$ cat src/rtl/iic_pkg.sv
// Purpose : shared FSM state encoding and default timing constants for the IIC EEPROM arbiter.
// Latency : n/a (constants only).
// Backpressure: n/a.
package iic_pkg;

    // FSM state encoding (plain constants so older tools and netlists can read it)
    localparam logic [1:0] ST_IDLE     = 2'd0;
    localparam logic [1:0] ST_BUSY     = 2'd1;
    localparam logic [1:0] ST_RECOVER  = 2'd2;
    localparam logic [1:0] ST_TWR_WAIT = 2'd3;

    // Defaults at 50 MHz: 5 ms write cycle, 40 ms transaction timeout, 4-cycle master reset
    localparam int TWR_CYCLES_DEF     = 250000;
    localparam int TIMEOUT_CYCLES_DEF = 2000000;
    localparam int RST_CYCLES_DEF     = 4;

    // Largest of three limits; sizes the single shared down-counter
    function automatic int max3(input int a, input int b, input int c);
        int m;
        m = a;
        if (b > m) m = b;
        if (c > m) m = c;
        return m;
    endfunction

endpackage

$ cat src/rtl/iic_eeprom_arbiter.sv
// Purpose : round-robin arbiter sharing one IIC EEPROM master between two requesters.
// Latency : command rises 1 cycle after accept; reqN_done pulses 1 cycle after done_sig.
// Backpressure: reqN_ready is high only in IDLE for the selected requester; one transaction in flight.
//
// Ports:
//   clk_50M, rst_n             clock, synchronous active-low reset
//   reqN_valid/we/addr/wdata   requester N transaction (N = 0, 1)
//   reqN_ready                 combinational accept (valid & ready)
//   reqN_done/rdata/err        one-cycle completion pulse with read data and timeout flag
//   wr_sig, rd_sig             level commands to the IIC master
//   addr_sig, wr_data          command operands, stable while a command is high
//   rd_data, done_sig          IIC master result and completion pulse
//   iic_rst_n                  active-low reset to the IIC master
module iic_eeprom_arbiter
    import iic_pkg::*;
#(
    parameter int TWR_CYCLES     = TWR_CYCLES_DEF,
    parameter int TIMEOUT_CYCLES = TIMEOUT_CYCLES_DEF,
    parameter int RST_CYCLES     = RST_CYCLES_DEF
) (
    input  logic       clk_50M,
    input  logic       rst_n,

    input  logic       req0_valid,
    input  logic       req0_we,
    input  logic [7:0] req0_addr,
    input  logic [7:0] req0_wdata,
    output logic       req0_ready,
    output logic       req0_done,
    output logic [7:0] req0_rdata,
    output logic       req0_err,

    input  logic       req1_valid,
    input  logic       req1_we,
    input  logic [7:0] req1_addr,
    input  logic [7:0] req1_wdata,
    output logic       req1_ready,
    output logic       req1_done,
    output logic [7:0] req1_rdata,
    output logic       req1_err,

    output logic       wr_sig,
    output logic       rd_sig,
    output logic [7:0] addr_sig,
    output logic [7:0] wr_data,
    input  logic [7:0] rd_data,
    input  logic       done_sig,
    output logic       iic_rst_n
);

    localparam int CNT_MAX = max3(TWR_CYCLES, TIMEOUT_CYCLES, RST_CYCLES);
    localparam int CNT_W   = (CNT_MAX < 2) ? 1 : $clog2(CNT_MAX + 1);

    localparam logic [CNT_W-1:0] CNT_ONE     = CNT_W'(1);
    localparam logic [CNT_W-1:0] CNT_TWR     = CNT_W'(TWR_CYCLES);
    localparam logic [CNT_W-1:0] CNT_TIMEOUT = CNT_W'(TIMEOUT_CYCLES);
    localparam logic [CNT_W-1:0] CNT_RST     = CNT_W'(RST_CYCLES);

    logic [1:0]       state;
    logic [CNT_W-1:0] cnt;          // shared down-counter: timeout, recovery, write-cycle wait
    logic             last_grant;   // requester granted most recently
    logic             owner;        // requester owning the in-flight transaction
    logic             cur_we;
    logic             sel;
    logic             idle;
    logic             grant_vld;
    logic             cnt_last;     // counter is on its final cycle (<=1 so a zero limit cannot wrap)

    assign idle     = (state == ST_IDLE);
    assign cnt_last = (cnt <= CNT_ONE);

    // Round-robin selection: a lone requester wins outright; when both are
    // pending the one not granted last wins.
    always_comb begin
        sel = ~last_grant;
        if (req0_valid && !req1_valid) begin
            sel = 1'b0;
        end else if (req1_valid && !req0_valid) begin
            sel = 1'b1;
        end
    end

    assign req0_ready = idle && !sel;
    assign req1_ready = idle && sel;
    assign grant_vld  = (req0_valid && req0_ready) || (req1_valid && req1_ready);

    always_ff @(posedge clk_50M) begin
        if (!rst_n) begin
            state      <= ST_IDLE;
            cnt        <= '0;
            last_grant <= 1'b1;
            owner      <= 1'b0;
            cur_we     <= 1'b0;
            wr_sig     <= 1'b0;
            rd_sig     <= 1'b0;
            addr_sig   <= 8'h00;
            wr_data    <= 8'h00;
            iic_rst_n  <= 1'b0;
            req0_done  <= 1'b0;
            req0_rdata <= 8'h00;
            req0_err   <= 1'b0;
            req1_done  <= 1'b0;
            req1_rdata <= 8'h00;
            req1_err   <= 1'b0;
        end else begin
            // Completion outputs are single-cycle; the master reset is released by default
            req0_done  <= 1'b0;
            req0_rdata <= 8'h00;
            req0_err   <= 1'b0;
            req1_done  <= 1'b0;
            req1_rdata <= 8'h00;
            req1_err   <= 1'b0;
            iic_rst_n  <= 1'b1;

            case (state)
                ST_IDLE: begin
                    if (grant_vld) begin
                        owner      <= sel;
                        last_grant <= sel;
                        cur_we     <= sel ? req1_we : req0_we;
                        addr_sig   <= sel ? req1_addr : req0_addr;
                        wr_data    <= sel ? req1_wdata : req0_wdata;
                        wr_sig     <= sel ? req1_we : req0_we;
                        rd_sig     <= sel ? !req1_we : !req0_we;
                        cnt        <= CNT_TIMEOUT;
                        state      <= ST_BUSY;
                    end
                end

                ST_BUSY: begin
                    // done_sig is checked first so a completion on the timeout cycle succeeds
                    if (done_sig) begin
                        wr_sig <= 1'b0;
                        rd_sig <= 1'b0;
                        if (owner) begin
                            req1_done  <= 1'b1;
                            req1_rdata <= cur_we ? 8'h00 : rd_data;
                        end else begin
                            req0_done  <= 1'b1;
                            req0_rdata <= cur_we ? 8'h00 : rd_data;
                        end
                        if (cur_we) begin
                            cnt   <= CNT_TWR;
                            state <= ST_TWR_WAIT;
                        end else begin
                            cnt   <= '0;
                            state <= ST_IDLE;
                        end
                    end else if (cnt_last) begin
                        wr_sig    <= 1'b0;
                        rd_sig    <= 1'b0;
                        iic_rst_n <= 1'b0;
                        cnt       <= CNT_RST;
                        state     <= ST_RECOVER;
                    end else begin
                        cnt <= cnt - CNT_ONE;
                    end
                end

                ST_RECOVER: begin
                    if (cnt_last) begin
                        cnt   <= '0;
                        state <= ST_IDLE;
                        if (owner) begin
                            req1_done <= 1'b1;
                            req1_err  <= 1'b1;
                        end else begin
                            req0_done <= 1'b1;
                            req0_err  <= 1'b1;
                        end
                    end else begin
                        iic_rst_n <= 1'b0;
                        cnt       <= cnt - CNT_ONE;
                    end
                end

                ST_TWR_WAIT: begin
                    if (cnt_last) begin
                        cnt   <= '0;
                        state <= ST_IDLE;
                    end else begin
                        cnt <= cnt - CNT_ONE;
                    end
                end

                default: begin
                    state <= ST_IDLE;
                end
            endcase
        end
    end

endmodule

$ cat config.mk
export PLATFORM = sky130hd
export DESIGN_NAME = iic_eeprom_arbiter
export DESIGN_NICKNAME = d
export VERILOG_FILES = /design/src/rtl/iic_pkg.sv /design/src/rtl/iic_eeprom_arbiter.sv
export SDC_FILE = /design/constraint.sdc
export NUM_CORES = 1
export LEC_CHECK = 0
export BUFFER_PORTS_ARGS = -buffer_cell sky130_fd_sc_hd__buf_2
export CORE_MARGIN = 3
export CORE_UTILIZATION = 51
export DETAILED_ROUTE_END_ITERATION = 7
export PLACE_DENSITY = 0.86
export SLEW_MARGIN = 20
export SYNTH_ARGS = -nofsm -noshare
export SYNTH_HDL_FRONTEND = slang
export SYNTH_SLANG_ARGS = --single-unit
$ cat constraint.sdc
create_clock -name clk_50M -period 2.8 [get_ports clk_50M]
set_input_delay 0.56 -clock clk_50M [delete_from_list [all_inputs] [get_ports clk_50M]]
set_output_delay 0.56 -clock clk_50M [all_outputs]
set_load 0.005 [all_outputs]
==> PnR_summary.wiki, run 1 <==
{| class="wikitable"
! Metric !! Value
|-
| Status || finished clean
|-
| Area of the die || 0.00681 mm2
|-
| Worst rel slew slack || 57.1%
|-
| HPWL after DPL || 5.48 mm
|-
| Largest net degree at the start of global routing || 36
|-
| Weighted congestion at the end of routability-driven global placement || between 0.9 and 1
|-
| Transition time at the pin with the least slew margin || ~640 ps
|-
| Avg Synthesized Cell Area || 8.60 um2
|-
| Antenna Violating Nets Remaining || 0
|-
| Critical-path maximum fanout || 10
|-
| Req. time, crit path || 3040 ps
|-
| Share of the clock period used by the worst path || 84.2%
|-
| Number of port buffers || 87
|-
| Sum of negative setup slack || 0 ps
|-
| Clock Sink Count || 65
|-
| Number of antenna violations at the first check in global routing || 0
|-
| Area of combinational cells with multiple inputs || approximately 0.0016 mm2
|-
| Largest delay contributor family on the critical path || simple AND/OR/NAND/NOR gates
|-
| Capture endpoint of the worst hold path || wr_sig
|-
| Total grt overflow || 0
|-
| Number of nets produced by synthesis || 400
|-
| Cell taking the most area after synthesis || dfxtp_1
|-
| Clock tree from TritonCTS || done
|-
| Layout Area Growth over Synthesis || 24.1%
|-
| Final period demand of the worst path || about 2400 ps
|-
| Wirelength per Cell || roughly 15 um
|-
| Buffer levels on the longest clock path || 2
|-
| Synth async-reset ratio || 0%
|-
| Via count of the first global-routing pass || ~2.7k
|-
| Top-area cell type share of the netlist area || a little over two fifths
|-
| Vias post-DR || 2967
|-
| Effective utilization at floorplan || 53.6%
|-
| Maximum operating frequency || 0.424 GHz
|-
| Chip Width || 82.5 um
|-
| Most area-consuming cells after synthesis || dfxtp_1, nor2_1, mux2i_1
|-
| Fraction of the yosys area taken by sequential cells || 43.6%
|-
| Layout Nets || about 490
|-
| Footprint of the flip-flops and latches || 0.00130 mm2
|-
| Combined area of all synthesized cells || 0.00299 mm2
|-
| Clock root buffer || clkbuf_8
|-
| Quantity of hold-fixing buffers added after cts || 0
|-
| Endpoint of the most critical register-to-register path || cnt[17]
|-
| Total number of yosys warnings || 0
|-
| Kind of start point of the critical path || register
|-
| Number of buffer and inverter stages on the critical path || 0
|-
| Count of distinct cell types in the synthesized netlist || 50
|-
| Initial DRC count || 192
|-
| Ratio of cells with drive above 1 in the final layout || between 20 and 30%
|-
| Number of buffers created by CTS || 9
|-
| Worst Reg2Reg Path Length in Cells || 5
|-
| Unrepaired setup endpoints after global routing || no
|-
| Setup bufs post-CTS || 0
|-
| Mapped Cells || about 350
|-
| Post-detailed-route DRC marker count || 0
|-
| Number of maximum-capacitance violations || 0
|-
| Total routing usage reported by global routing || 23.4%
|-
| Max rail drop VDD || slightly below 0.5 mV
|-
| Ratio of total power to cell area || around 920 mW/mm2
|-
| Data arrival time of the critical path || around 2600 ps
|-
| Class of the most critical setup path || reg2reg
|-
| Total leakage power || roughly 1.7 nW
|-
| Core area || 0.00557 mm2
|-
| Final-layout fill cell count || 443
|-
| Number of antenna repair diodes || 0
|-
| Final number of setup-violating endpoints || 0
|-
| Num rows || 27
|-
| Detailed Routing Iterations Pass 1 || 5
|-
| Final Hold Vio Count || 0
|-
| Register bit count reported by yosys || 65
|-
| Max stage delay cell, worst path || or4_1
|-
| Worst clock skew || 8.65 ps
|-
| Final-report max-slew violation count || 0
|-
| Highest cell delay on the worst timing path || around 640 ps
|-
| Clock latency on the worst-skew pair || 340 ps
|-
| Global-route wire length before repair || 12.3 mm
|-
| Count of H-tree levels built during CTS || 3
|-
| Hold Crit Depth || 2
|-
| Post-Route WL || 7.78 mm
|-
| Flop2flop setup slack || 440 ps
|-
| Cells along the critical path || or4_1 -> nor4_4 -> a21o_2 -> a21oi_1 -> o221a_2
|-
| Number of ports placed on the die boundary || 88
|-
| Startpoint of the worst-slack reg-to-reg timing path || cnt[14]
|-
| Final Util || 66.5%
|-
| Per-cell via count in the routed design || 5.81
|-
| Post-synth EDFFs || 0
|-
| Crit. End Element || register
|-
| Origin of the worst min-delay path || wr_sig
|-
| Clock transition at the register clock pins on the worst setup and hold paths after CTS || 70 ps
|-
| Height of the die || 82.5 um
|-
| Number of instances resized during post-cts repair || 0
|-
| Dominant synthesized flop cell || dfxtp_1
|-
| Worst min path class || reg2reg
|}
==> cells in the mapped netlist (2+ instances only) <==
cell type	number
a211oi_1	21
a21o_1	2
a21oi_1	21
a221oi_1	2
a22oi_1	2
a31oi_1	7
and2_1	2
buf_2	3
clkbuf_1	15
dfxtp_1	65
ha_1	6
inv_1	7
mux2i_1	18
nand2_1	22
nand2b_1	11
nand3_1	14
nand3b_1	3
nand4_1	5
nor2_1	60
nor3_1	10
nor4_1	5
o2111ai_1	2
o211ai_1	3
o21a_1	2
o21ai_0	7
o221a_1	2
o221a_2	4
or3_1	4
==> cell families after synthesis <==
| kind of cell | count (synthesis) | synth area share [%] |
|---|---|---|
| AO/OA/AOI/OAI | 83 | 19.7 |
| XOR/XNOR | 1 | 0.293 |
| adder cells (fa/ha/maj) | 7 | 2.85 |
| buffers and inverters | 27 | 3.52 |
| flip-flops | 65 | 43.6 |
| multiplexers | 18 | 6.04 |
| AND/OR/NAND/NOR | 146 | 24.1 |
==> report_power, final <==
group	internal, mW	switching (mW)	leakage (nW)
clock	0.484	0.339	0.107
sequential	1.09	0.142	0.532
combinational	0.543	0.820	1.06
total	2.12	1.30	1.69
==> sequential cells by signal, summed over array words and instances, names as in the netlist <==
signal,cells
iic_rst_n,1
state,2
wr_data,8
req0_rdata,8
cur_we,1
owner,1
req0_done,1
req1_err,1
wr_sig,1
addr_sig,8
req0_err,1
last_grant,1
req1_done,1
rd_sig,1
cnt,21
req1_rdata,8
==> worst reg2reg max path, cell delays in order (launching register included) <==
cell and delay, ps:
dfxtp_1 360, or4_1 640, nor4_4 570, a21o_2 340, a21oi_1 90, o221a_2 260
==> per-stage QoR <==
| step | cell area (um2) | setup slack, ps | hold slack [ps] | power (mW) | cells |
|---|---|---|---|---|---|
| 2_1_floorplan | 2990 | 593 | 448 | 2.16 | 347 |
| 3_3_place_gp | 3500 | 570 | 442 | 2.51 | 495 |
| 3_5_place_dp | 3500 | 513 | 448 | 2.56 | 495 |
| 4_1_cts | 3710 | 477 | 457 | 3.39 | 511 |
| 5_1_grt | 3710 | 266 | 465 | 3.62 | 511 |
| 6_report | 3710 | 441 | 460 | 3.42 | 511 |
==> routing by layer <==
| metal | track usage, % | vias to the layer above | part of all wire, % |
|---|---|---|---|
| met5 | 0 | - | 0 |
| met4 | 7.35 | 0 | 1.3 |
| met3 | 8.13 | 12 | 8.1 |
| met2 | 37.9 | 157 | 47 |
| met1 | 29.3 | 1360 | 44 |
| li1 | - | 1438 | - |
==> how the worst max path moves through the flow <==
stage	start	endpoint	depth (start not counted)
after detailed placement	cnt[14]	cnt[14]	5
after floorplan	req1_valid	req0_ready	5
after global routing	cnt[14]	cnt[14]	5
final	cnt[14]	cnt[17]	5
after global placement	cnt[14]	cnt[14]	5
after CTS	cnt[14]	cnt[14]	5
==> area by class of cell <==
class                           instances  share of cell area [%]
Timing Repair Buffer                   95                    13.4
Sequential cell                        65                    35.1
Clock buffer                           14                    4.66
Inverter                                8                   0.810
Clock inverter                          2                   0.945
Multi-Input combinational cell        255                    42.7
Tap cell                               72                    2.43
==> cell usage in the layout (no fill, tap or decap), types with 10 or more instances in the layout <==
master	n
nand3_1	14
buf_2	87
dfxtp_1	65
nor3_1	10
nor2_1	59
clkbuf_8	12
nand2_1	22
nand2b_1	11
mux2i_1	18
a211oi_1	21
a21oi_1	21
(Power assumes the default switching activity.)
==> run 2, diff against run 1 <==
--- a/config.mk
+++ b/config.mk
@@ -5,11 +5,12 @@
 export SDC_FILE = /design/constraint.sdc
 export NUM_CORES = 1
 export LEC_CHECK = 0
+export ABC_AREA = 1
 export BUFFER_PORTS_ARGS = -buffer_cell sky130_fd_sc_hd__buf_2
 export CORE_MARGIN = 3
-export CORE_UTILIZATION = 51
+export CORE_UTILIZATION = 53
 export DETAILED_ROUTE_END_ITERATION = 7
-export PLACE_DENSITY = 0.86
+export PLACE_DENSITY = 0.87
 export SLEW_MARGIN = 20
 export SYNTH_ARGS = -nofsm -noshare
 export SYNTH_HDL_FRONTEND = slang
==> constraint.sdc (replaced) <==
create_clock -name clk_50M -period 2.3 [get_ports clk_50M]
set_input_delay 0.46 -clock clk_50M [delete_from_list [all_inputs] [get_ports clk_50M]]
set_output_delay 0.46 -clock clk_50M [all_outputs]
set_load 0.005 [all_outputs]
==> PnR_summary.wiki, run 2 <==
{| class="wikitable"
! Metric !! Value
|-
| Post-Route WL || 7.87 mm (was 7.78 mm)
|-
| Class of the most critical setup path || reg2out (was reg2reg)
|-
| Most common library cells after synthesis || nand2_1, dfxtp_1, inv_1 (was dfxtp_1, nor2_1, nand2_1)
|-
| Clock Sink Count || 65 (unchanged)
|-
| Buffer levels on the longest clock path || 2 (unchanged)
|-
| Portion of total power attributed to sequential cells || 32.0% (was 36.1%)
|-
| Data arrival time of the critical path || 1610 ps (was 2590 ps)
|-
| Footprint of the flip-flops and latches || 0.00130 mm2 (unchanged)
|-
| Core area || 0.00603 mm2 (was 0.00557 mm2)
|-
| Clock power frac || 20.5% (was 24.1%)
|-
| Area of the die || 0.00735 mm2 (was 0.00681 mm2)
|-
| Worst rel slew slack || 60.2% (was 57.1%)
|-
| Vias post-DR || 3140 (was 2967)
|-
| Final Hold Vio Count || 0 (unchanged)
|-
| Switching Fraction || 43.2% (was 38.0%)
|-
| Clock root buffer || clkbuf_8 (unchanged)
|-
| Synth async-reset ratio || 0% (unchanged)
|-
| Top-area cell type share of the netlist area || 38.6% (was 43.6%)
|-
| Weighted congestion at the end of routability-driven global placement || 0.953 (was 0.921)
|-
| Quantity of hold-fixing buffers added after cts || 0 (unchanged)
|-
| Worst clock skew || 7.90 ps (was 8.65 ps)
|-
| Setup bufs post-CTS || 0 (unchanged)
|-
| Wirelength per Cell || 12.7 um (was 15.2 um)
|-
| Total leakage power || 2.02 nW (was 1.69 nW)
|-
| Final-layout fill cell count || 490 (was 443)
|-
| Area of combinational cells with multiple inputs || 0.00172 mm2 (was 0.00158 mm2)
|-
| Final period demand of the worst path || 2070 ps
|-
| Count of H-tree levels built during CTS || 3 (unchanged)
|-
| Layout Nets || 593 (was 487)
|-
| Via count of the first global-routing pass || 2997 (was 2716)
|-
| Combinational power share || 47.6% (was 39.9%)
|-
| Fraction of the yosys area taken by sequential cells || 38.6% (was 43.6%)
|-
| Mapped Cells || 452 (was 347)
|-
| Total grt overflow || 0 (unchanged)
|-
| HPWL after DPL || 5.69 mm (was 5.48 mm)
|-
| Power Internal || 2.72 mW (was 2.12 mW)
|-
| Ratio of total power to cell area || 1170 mW/mm2 (was 922 mW/mm2)
|-
| Most flop-heavy register || cnt (unchanged)
|-
| Detailed Routing Iterations Pass 1 || 4 (was 5)
|-
| Dominant synthesized flop cell || dfxtp_1 (unchanged)
|-
| Max rail drop VDD || 0.681 mV (was 0.494 mV)
|-
| Commonest non-fill, non-tap cell in the layout || nand2_1 (was buf_2)
|-
| Final Util || 67.6% (was 66.5%)
|-
| Initial DRC count || 153 (was 192)
|-
| Maximum operating frequency || 0.482 GHz
|-
| Clock transition at the register clock pins on the worst setup and hold paths after CTS || 70 ps (about the same)
|-
| Combined area of all synthesized cells || 0.00337 mm2 (was 0.00299 mm2)
|-
| Number of ports placed on the die boundary || 88 (unchanged)
|-
| Count of distinct cell types in the synthesized netlist || 32 (was 50)
|-
| Kind of start point of the critical path || register (unchanged)
|-
| Clock latency on the worst-skew pair || 350 ps (was 340 ps)
|-
| Number of instances resized during post-cts repair || 0 (unchanged)
|-
| Number of port buffers || 87 (unchanged)
|-
| Global-route wire length before repair || 13.1 mm (was 12.3 mm)
|-
| Most used cells in the layout excluding fill and tap cells || nand2_1, buf_2, dfxtp_1 (was buf_2, dfxtp_1, nor2_1)
|-
| Total routing usage reported by global routing || 22.2% (was 23.4%)
|-
| Ratio of cells with drive above 1 in the final layout || 31.6% (was 27.3%)
|-
| Share of the clock period used by the worst path || between 90% and 100%
|-
| Clock tree from TritonCTS || done (unchanged)
|-
| Post-synth EDFFs || 0 (unchanged)
|-
| Total number of yosys warnings || 0 (unchanged)
|-
| Req. time, crit path || 1840 ps (was 3040 ps)
|-
| Critical-path maximum fanout || 8 (was 10)
|-
| Antenna Violating Nets Remaining || 0 (unchanged)
|-
| Chip Width || 85.8 um (was 82.5 um)
|-
| Most area-consuming cells after synthesis || dfxtp_1, nand2_1, inv_1 (was dfxtp_1, nor2_1, mux2i_1)
|-
| Number of nets produced by synthesis || 505 (was 400)
|-
| Height of the die || 85.8 um (was 82.5 um)
|-
| Count leader, synth || nand2_1 (was dfxtp_1)
|-
| Final-report max-slew violation count || 0 (unchanged)
|-
| Flip-flop count of the largest register, all copies and words added || 21 (unchanged)
|-
| Worst min path class || in2reg (was reg2reg)
|-
| Status || finished clean (unchanged)
|-
| Number of maximum-capacitance violations || 0 (unchanged)
|-
| Sum of negative setup slack || 0 ps (unchanged)
|-
| Number of antenna repair diodes || 0 (unchanged)
|-
| Largest net degree at the start of global routing || 35 (was 36)
|-
| Crit. End Element || primary output (was register)
|-
| Number of buffers created by CTS || 9 (unchanged)
|-
| Post-detailed-route DRC marker count || 0 (unchanged)
|-
| Final number of setup-violating endpoints || 0 (unchanged)
|-
| Effective utilization at floorplan || 55.9% (was 53.6%)
|-
| Register bit count reported by yosys || 65 (unchanged)
|-
| Layout Area Growth over Synthesis || 20.9% (was 24.1%)
|-
| NetSw || 2.06 mW (was 1.30 mW)
|-
| Per-cell via count in the routed design || 5.07 (was 5.81)
|-
| Unrepaired setup endpoints after global routing || no (unchanged)
|-
| Num rows || 28 (was 27)
|-
| Cell taking the most area after synthesis || dfxtp_1 (unchanged)
|-
| Transition time at the pin with the least slew margin || 596 ps (was 644 ps)
|-
| Avg Synthesized Cell Area || 7.46 um2 (was 8.60 um2)
|-
| Number of antenna violations at the first check in global routing || 0 (unchanged)
|}
## run 2: worst paths after layout
path	cells after the start	start	slack, ps	endpoint
worst max register to register	9	state[1]	400	cnt[14]
worst max-delay path	5	state[0]	230	req1_ready
worst min-delay path	3	rd_data[7]	350	req1_rdata[7]
worst min register to register	2	wr_sig	480	wr_sig
## run 2: metal layers
layer  global-route usage, %  share of wire (%)  vias up
met2                    38.2                 48       98
met5                       0                  0        -
met3                    6.53                7.0       12
met4                    8.06                1.6        0
met1                    26.2                 44     1408
li1                        -                  -     1622
## run 2: critical path: stages, from the launching register on
cell	delay (ps)
dfxtp_1	380
inv_1	80
ha_1	270
inv_1	280
nor2_1	110
buf_2	140
## run 2: power by group through the flow
| stage | Clock [mW] | Sequential (mW) | Combinational (mW) |
|---|---|---|---|
| finish | 0.978 | 1.53 | 2.27 |
| global route | 1.03 | 1.56 | 2.56 |
| detailed placement | 0 | 1.54 | 2.25 |
| global placement | 0 | 1.54 | 2.19 |
| CTS | 0.984 | 1.53 | 2.27 |
| floorplan | 0 | 1.52 | 1.74 |
## run 2: kinds of logic (layout without fill, tap and decap cells)
| family | count (synthesis) | in the layout | share of synthesized area, % |
|---|---|---|---|
| adders and majority gates | 6 | 6 | 2.23 |
| DFF | 65 | 65 | 38.6 |
| xor gates and xnor gates | 12 | 12 | 3.12 |
| AOI/OAI and AO/OA | 70 | 70 | 13.9 |
| and+or+nand+nor | 213 | 213 | 31.8 |
| buffers and inverters | 86 | 178 | 10.4 |
## run 2: cell type report
| type | instances | share of cell area [%] |
|---|---|---|
| flip-flops and latches | 65 | 31.9 |
| well taps | 75 | 2.30 |
| clock inverters | 3 | 0.983 |
| multi-input cells | 301 | 42.2 |
| repair buffers | 95 | 12.5 |
| inverters | 68 | 6.27 |
| clock buffers | 12 | 3.81 |
## run 2: stage by stage
stage / cell area [um2] / instances / hold slack (ps) / setup slack (ps) / power, mW
final: 4070 / 619 / 354 / 227 / 4.78
after global placement: 3880 / 604 / 457 / 473 / 3.73
after CTS: 4070 / 619 / 351 / 229 / 4.78
after global routing: 4070 / 619 / 357 / 123 / 5.14
after detailed placement: 3880 / 604 / 470 / 387 / 3.79
after floorplan: 3370 / 452 / 457 / 736 / 3.26
==> run 3, diff against run 2 <==
--- a/config.mk
+++ b/config.mk
@@ -10,6 +10,7 @@
 export CORE_MARGIN = 3
 export CORE_UTILIZATION = 53
 export DETAILED_ROUTE_END_ITERATION = 7
+export MAX_ROUTING_LAYER = met4
 export PLACE_DENSITY = 0.87
 export SLEW_MARGIN = 20
 export SYNTH_ARGS = -nofsm -noshare
==> constraint.sdc (replaced) <==
create_clock -name clk_50M -period 2.3 [get_ports clk_50M]
set_input_delay 0.345 -clock clk_50M [delete_from_list [all_inputs] [get_ports clk_50M]]
set_output_delay 0.345 -clock clk_50M [all_outputs]
set_load 0.005 [all_outputs]
==> PnR_summary.wiki, run 3 (synthesis gave the netlist of run 2 again) <==
{| class="wikitable"
! Metric !! Value
|-
| Status || finished clean (unchanged)
|-
| Number of antenna repair diodes || 0 (unchanged)
|-
| Quantity of hold-fixing buffers added after cts || 0 (unchanged)
|-
| Startpoint of the worst-slack reg-to-reg timing path || state[1] (unchanged)
|-
| Detailed Routing Iterations Pass 1 || 5 (was 4)
|-
| Capture endpoint of the worst hold path || req1_rdata[7] (unchanged)
|-
| Crit. End Element || primary output (unchanged)
|-
| Data arrival time of the critical path || 1550 ps (was 1610 ps)
|-
| Core area || 0.00603 mm2 (unchanged)
|-
| Setup Slack @ Placement || 457 ps (was 387 ps)
|-
| Total grt overflow || 0 (unchanged)
|-
| Ratio of cells with drive above 1 in the final layout || 31.9% (was 31.6%)
|-
| Final period demand of the worst path || 1890 ps (was 2070 ps)
|-
| Final number of setup-violating endpoints || 0 (unchanged)
|-
| Buffer levels on the longest clock path || 2 (unchanged)
|-
| Class of the most critical setup path || reg2out (unchanged)
|-
| Max rail drop VDD || 0.802 mV (was 0.681 mV)
|-
| Cells along the critical path || inv_1 -> ha_1 -> inv_1 -> nor2_1 -> buf_2 (unchanged)
|-
| Most flop-heavy register || cnt (unchanged)
|-
| Clock Sink Count || 65 (unchanged)
|-
| Cell count after placement || 605 (was 604)
|-
| Number of buffer and inverter stages on the critical path || 3 (unchanged)
|-
| Weighted congestion at the end of routability-driven global placement || 1.00 (was 0.953)
|-
| HPWL after DPL || 5.85 mm (was 5.69 mm)
|-
| Number of instances resized during post-cts repair || 0 (unchanged)
|-
| Highest cell delay on the worst timing path || 340 ps (was 380 ps)
|-
| Clock tree from TritonCTS || done (unchanged)
|-
| Wirelength per Cell || 13.4 um (was 12.7 um)
|-
| Slack of the critical path || 406 ps (was 227 ps)
|-
| Endpoint of the most critical register-to-register path || cnt[5] (was cnt[14])
|-
| Total routing usage reported by global routing || 24.4% (was 22.2%)
|-
| Num rows || 28 (unchanged)
|-
| Post-Route WL || 8.35 mm (was 7.87 mm)
|-
| Vias post-DR || 3252 (was 3140)
|-
| Number of port buffers || 87 (unchanged)
|-
| Ratio of total power to cell area || 1220 mW/mm2 (was 1170 mW/mm2)
|-
| Max stage delay cell, worst path || dfxtp_1 (unchanged)
|-
| Via count of the first global-routing pass || 3130 (was 2997)
|-
| Flop2flop setup slack || 410 ps (was 400 ps)
|-
| Initial DRC count || 247 (was 153)
|-
| Total leakage power || 2.04 nW (was 2.02 nW)
|-
| Clock transition at the register clock pins on the worst setup and hold paths after CTS || 70 ps (about the same)
|-
| Clock latency on the worst-skew pair || 350 ps (about the same)
|-
| Largest delay contributor family on the critical path || buffers and inverters (unchanged)
|-
| Per-cell via count in the routed design || 5.24 (was 5.07)
|-
| Layout Nets || 594 (was 593)
|-
| Sum of negative setup slack || 0 ps (unchanged)
|-
| Count of H-tree levels built during CTS || 3 (unchanged)
|-
| Share of the clock period used by the worst path || 82.3% (was 90.1%)
|-
| Transition time at the pin with the least slew margin || 445 ps (was 596 ps)
|-
| Largest net degree at the start of global routing || 35 (unchanged)
|-
| Worst min path class || in2reg (unchanged)
|-
| Area of the die || 0.00735 mm2 (unchanged)
|-
| Most used cells in the layout excluding fill and tap cells || nand2_1, buf_2, dfxtp_1 (unchanged)
|-
| Flip-flop count of the largest register, all copies and words added || 21 (unchanged)
|-
| Post-detailed-route DRC marker count || 0 (unchanged)
|-
| Height of the die || 85.8 um (unchanged)
|-
| Antenna Violating Nets Remaining || 0 (unchanged)
|-
| Hold Crit Depth || 3 (unchanged)
|-
| Post-layout instance count excluding filler cells || 621 (was 619)
|-
| Chip Width || 85.8 um (unchanged)
|-
| Commonest non-fill, non-tap cell in the layout || nand2_1 (unchanged)
|-
| Setup bufs post-CTS || 0 (unchanged)
|-
| Final Hold Vio Count || 0 (unchanged)
|-
| Kind of start point of the critical path || register (unchanged)
|-
| Worst Reg2Reg Path Length in Cells || 9 (unchanged)
|-
| Number of maximum-capacitance violations || 0 (unchanged)
|-
| Final-report max-slew violation count || 0 (unchanged)
|-
| Global-route wire length before repair || 13.9 mm (was 13.1 mm)
|-
| Worst clock skew || 6.93 ps (was 7.90 ps)
|-
| Number of ports placed on the die boundary || 88 (unchanged)
|-
| Worst rel slew slack || 70.3% (was 60.2%)
|-
| Maximum operating frequency || 0.528 GHz (was 0.482 GHz)
|-
| Effective utilization at floorplan || 55.9% (unchanged)
|-
| Number of buffers created by CTS || 9 (unchanged)
|-
| Origin of the worst min-delay path || rd_data[7] (unchanged)
|-
| Layout Area Growth over Synthesis || 22.2% (was 20.9%)
|-
| Unrepaired setup endpoints after global routing || no (unchanged)
|-
| Req. time, crit path || 1960 ps (was 1840 ps)
|-
| Clock root buffer || clkbuf_8 (unchanged)
|-
| Critical-path maximum fanout || 6 (was 8)
|-
| Most prevalent standard cell on the critical path || inv_1 (unchanged)
|-
| Number of antenna violations at the first check in global routing || 0 (unchanged)
|}
[run 3: changes by cell type in the layout (fill, tap and decap cells not counted), sizes merged]
cell,delta
clkinv,-1
bufinv,+2
clkbuf,-1
clkinvlp,+1
buf,+1
[run 3: worst max path at each step]
stage,slack (ps),end,cells past startpoint,startpoint
after detailed placement,460,cnt[6],9,state[1]
after global placement,610,cnt[16],9,state[1]
after global routing,300,req1_ready,5,state[0]
final,410,req1_ready,5,state[1]
after CTS,410,req1_ready,5,state[0]
after floorplan,790,cnt[12],10,state[0]
[run 3: report_power, final]
group,leakage [nW],switching (mW),total [mW],internal [mW]
clock network,0.120,0.442,1.19,0.748
logic,1.39,1.48,2.29,0.811
registers,0.532,0.178,1.53,1.35
[run 3: layer usage]
metal	share of wire [%]	GRT usage, %	routed length (um)
met1	42	27.5	3530
met2	50	40.8	4140
met3	6.7	7.59	560
met4	1.5	8.35	129
met5	0	-	0
[run 3: final cells by class]
type                            count  area (um2)
Clock buffer                       11         141
Clock inverter                      5         103
Fill cell                         478        1910
Inverter                           68         255
Multi-Input combinational cell    301        1720
Sequential cell                    65        1300
Tap cell                           75        93.8
Timing Repair Buffer               96         503
[run 3: metrics by stage]
| step | instance area (um2) | hold WS, ps | util, % | total power, mW |
|---|---|---|---|---|
| 2_1_floorplan | 3370 | 457 | - | 3.26 |
| 3_3_place_gp | 3870 | 454 | 64.3 | 3.73 |
| 3_5_place_dp | 3870 | 462 | 64.3 | 3.79 |
| 4_1_cts | 4120 | 233 | 68.3 | 5.01 |
| 5_1_grt | 4120 | 239 | 68.3 | 5.38 |
| 6_report | 4120 | 246 | 68.3 | 5.01 |
[run 3: worst register-to-register path, stage by stage, from the launching register on]
cell	delay, ps
dfxtp_1	340
inv_1	90
ha_1	250
inv_1	130
nor2_1	250
nand3_4	120
nand2_2	60
buf_4	310
nand3_2	120
a21oi_2	150
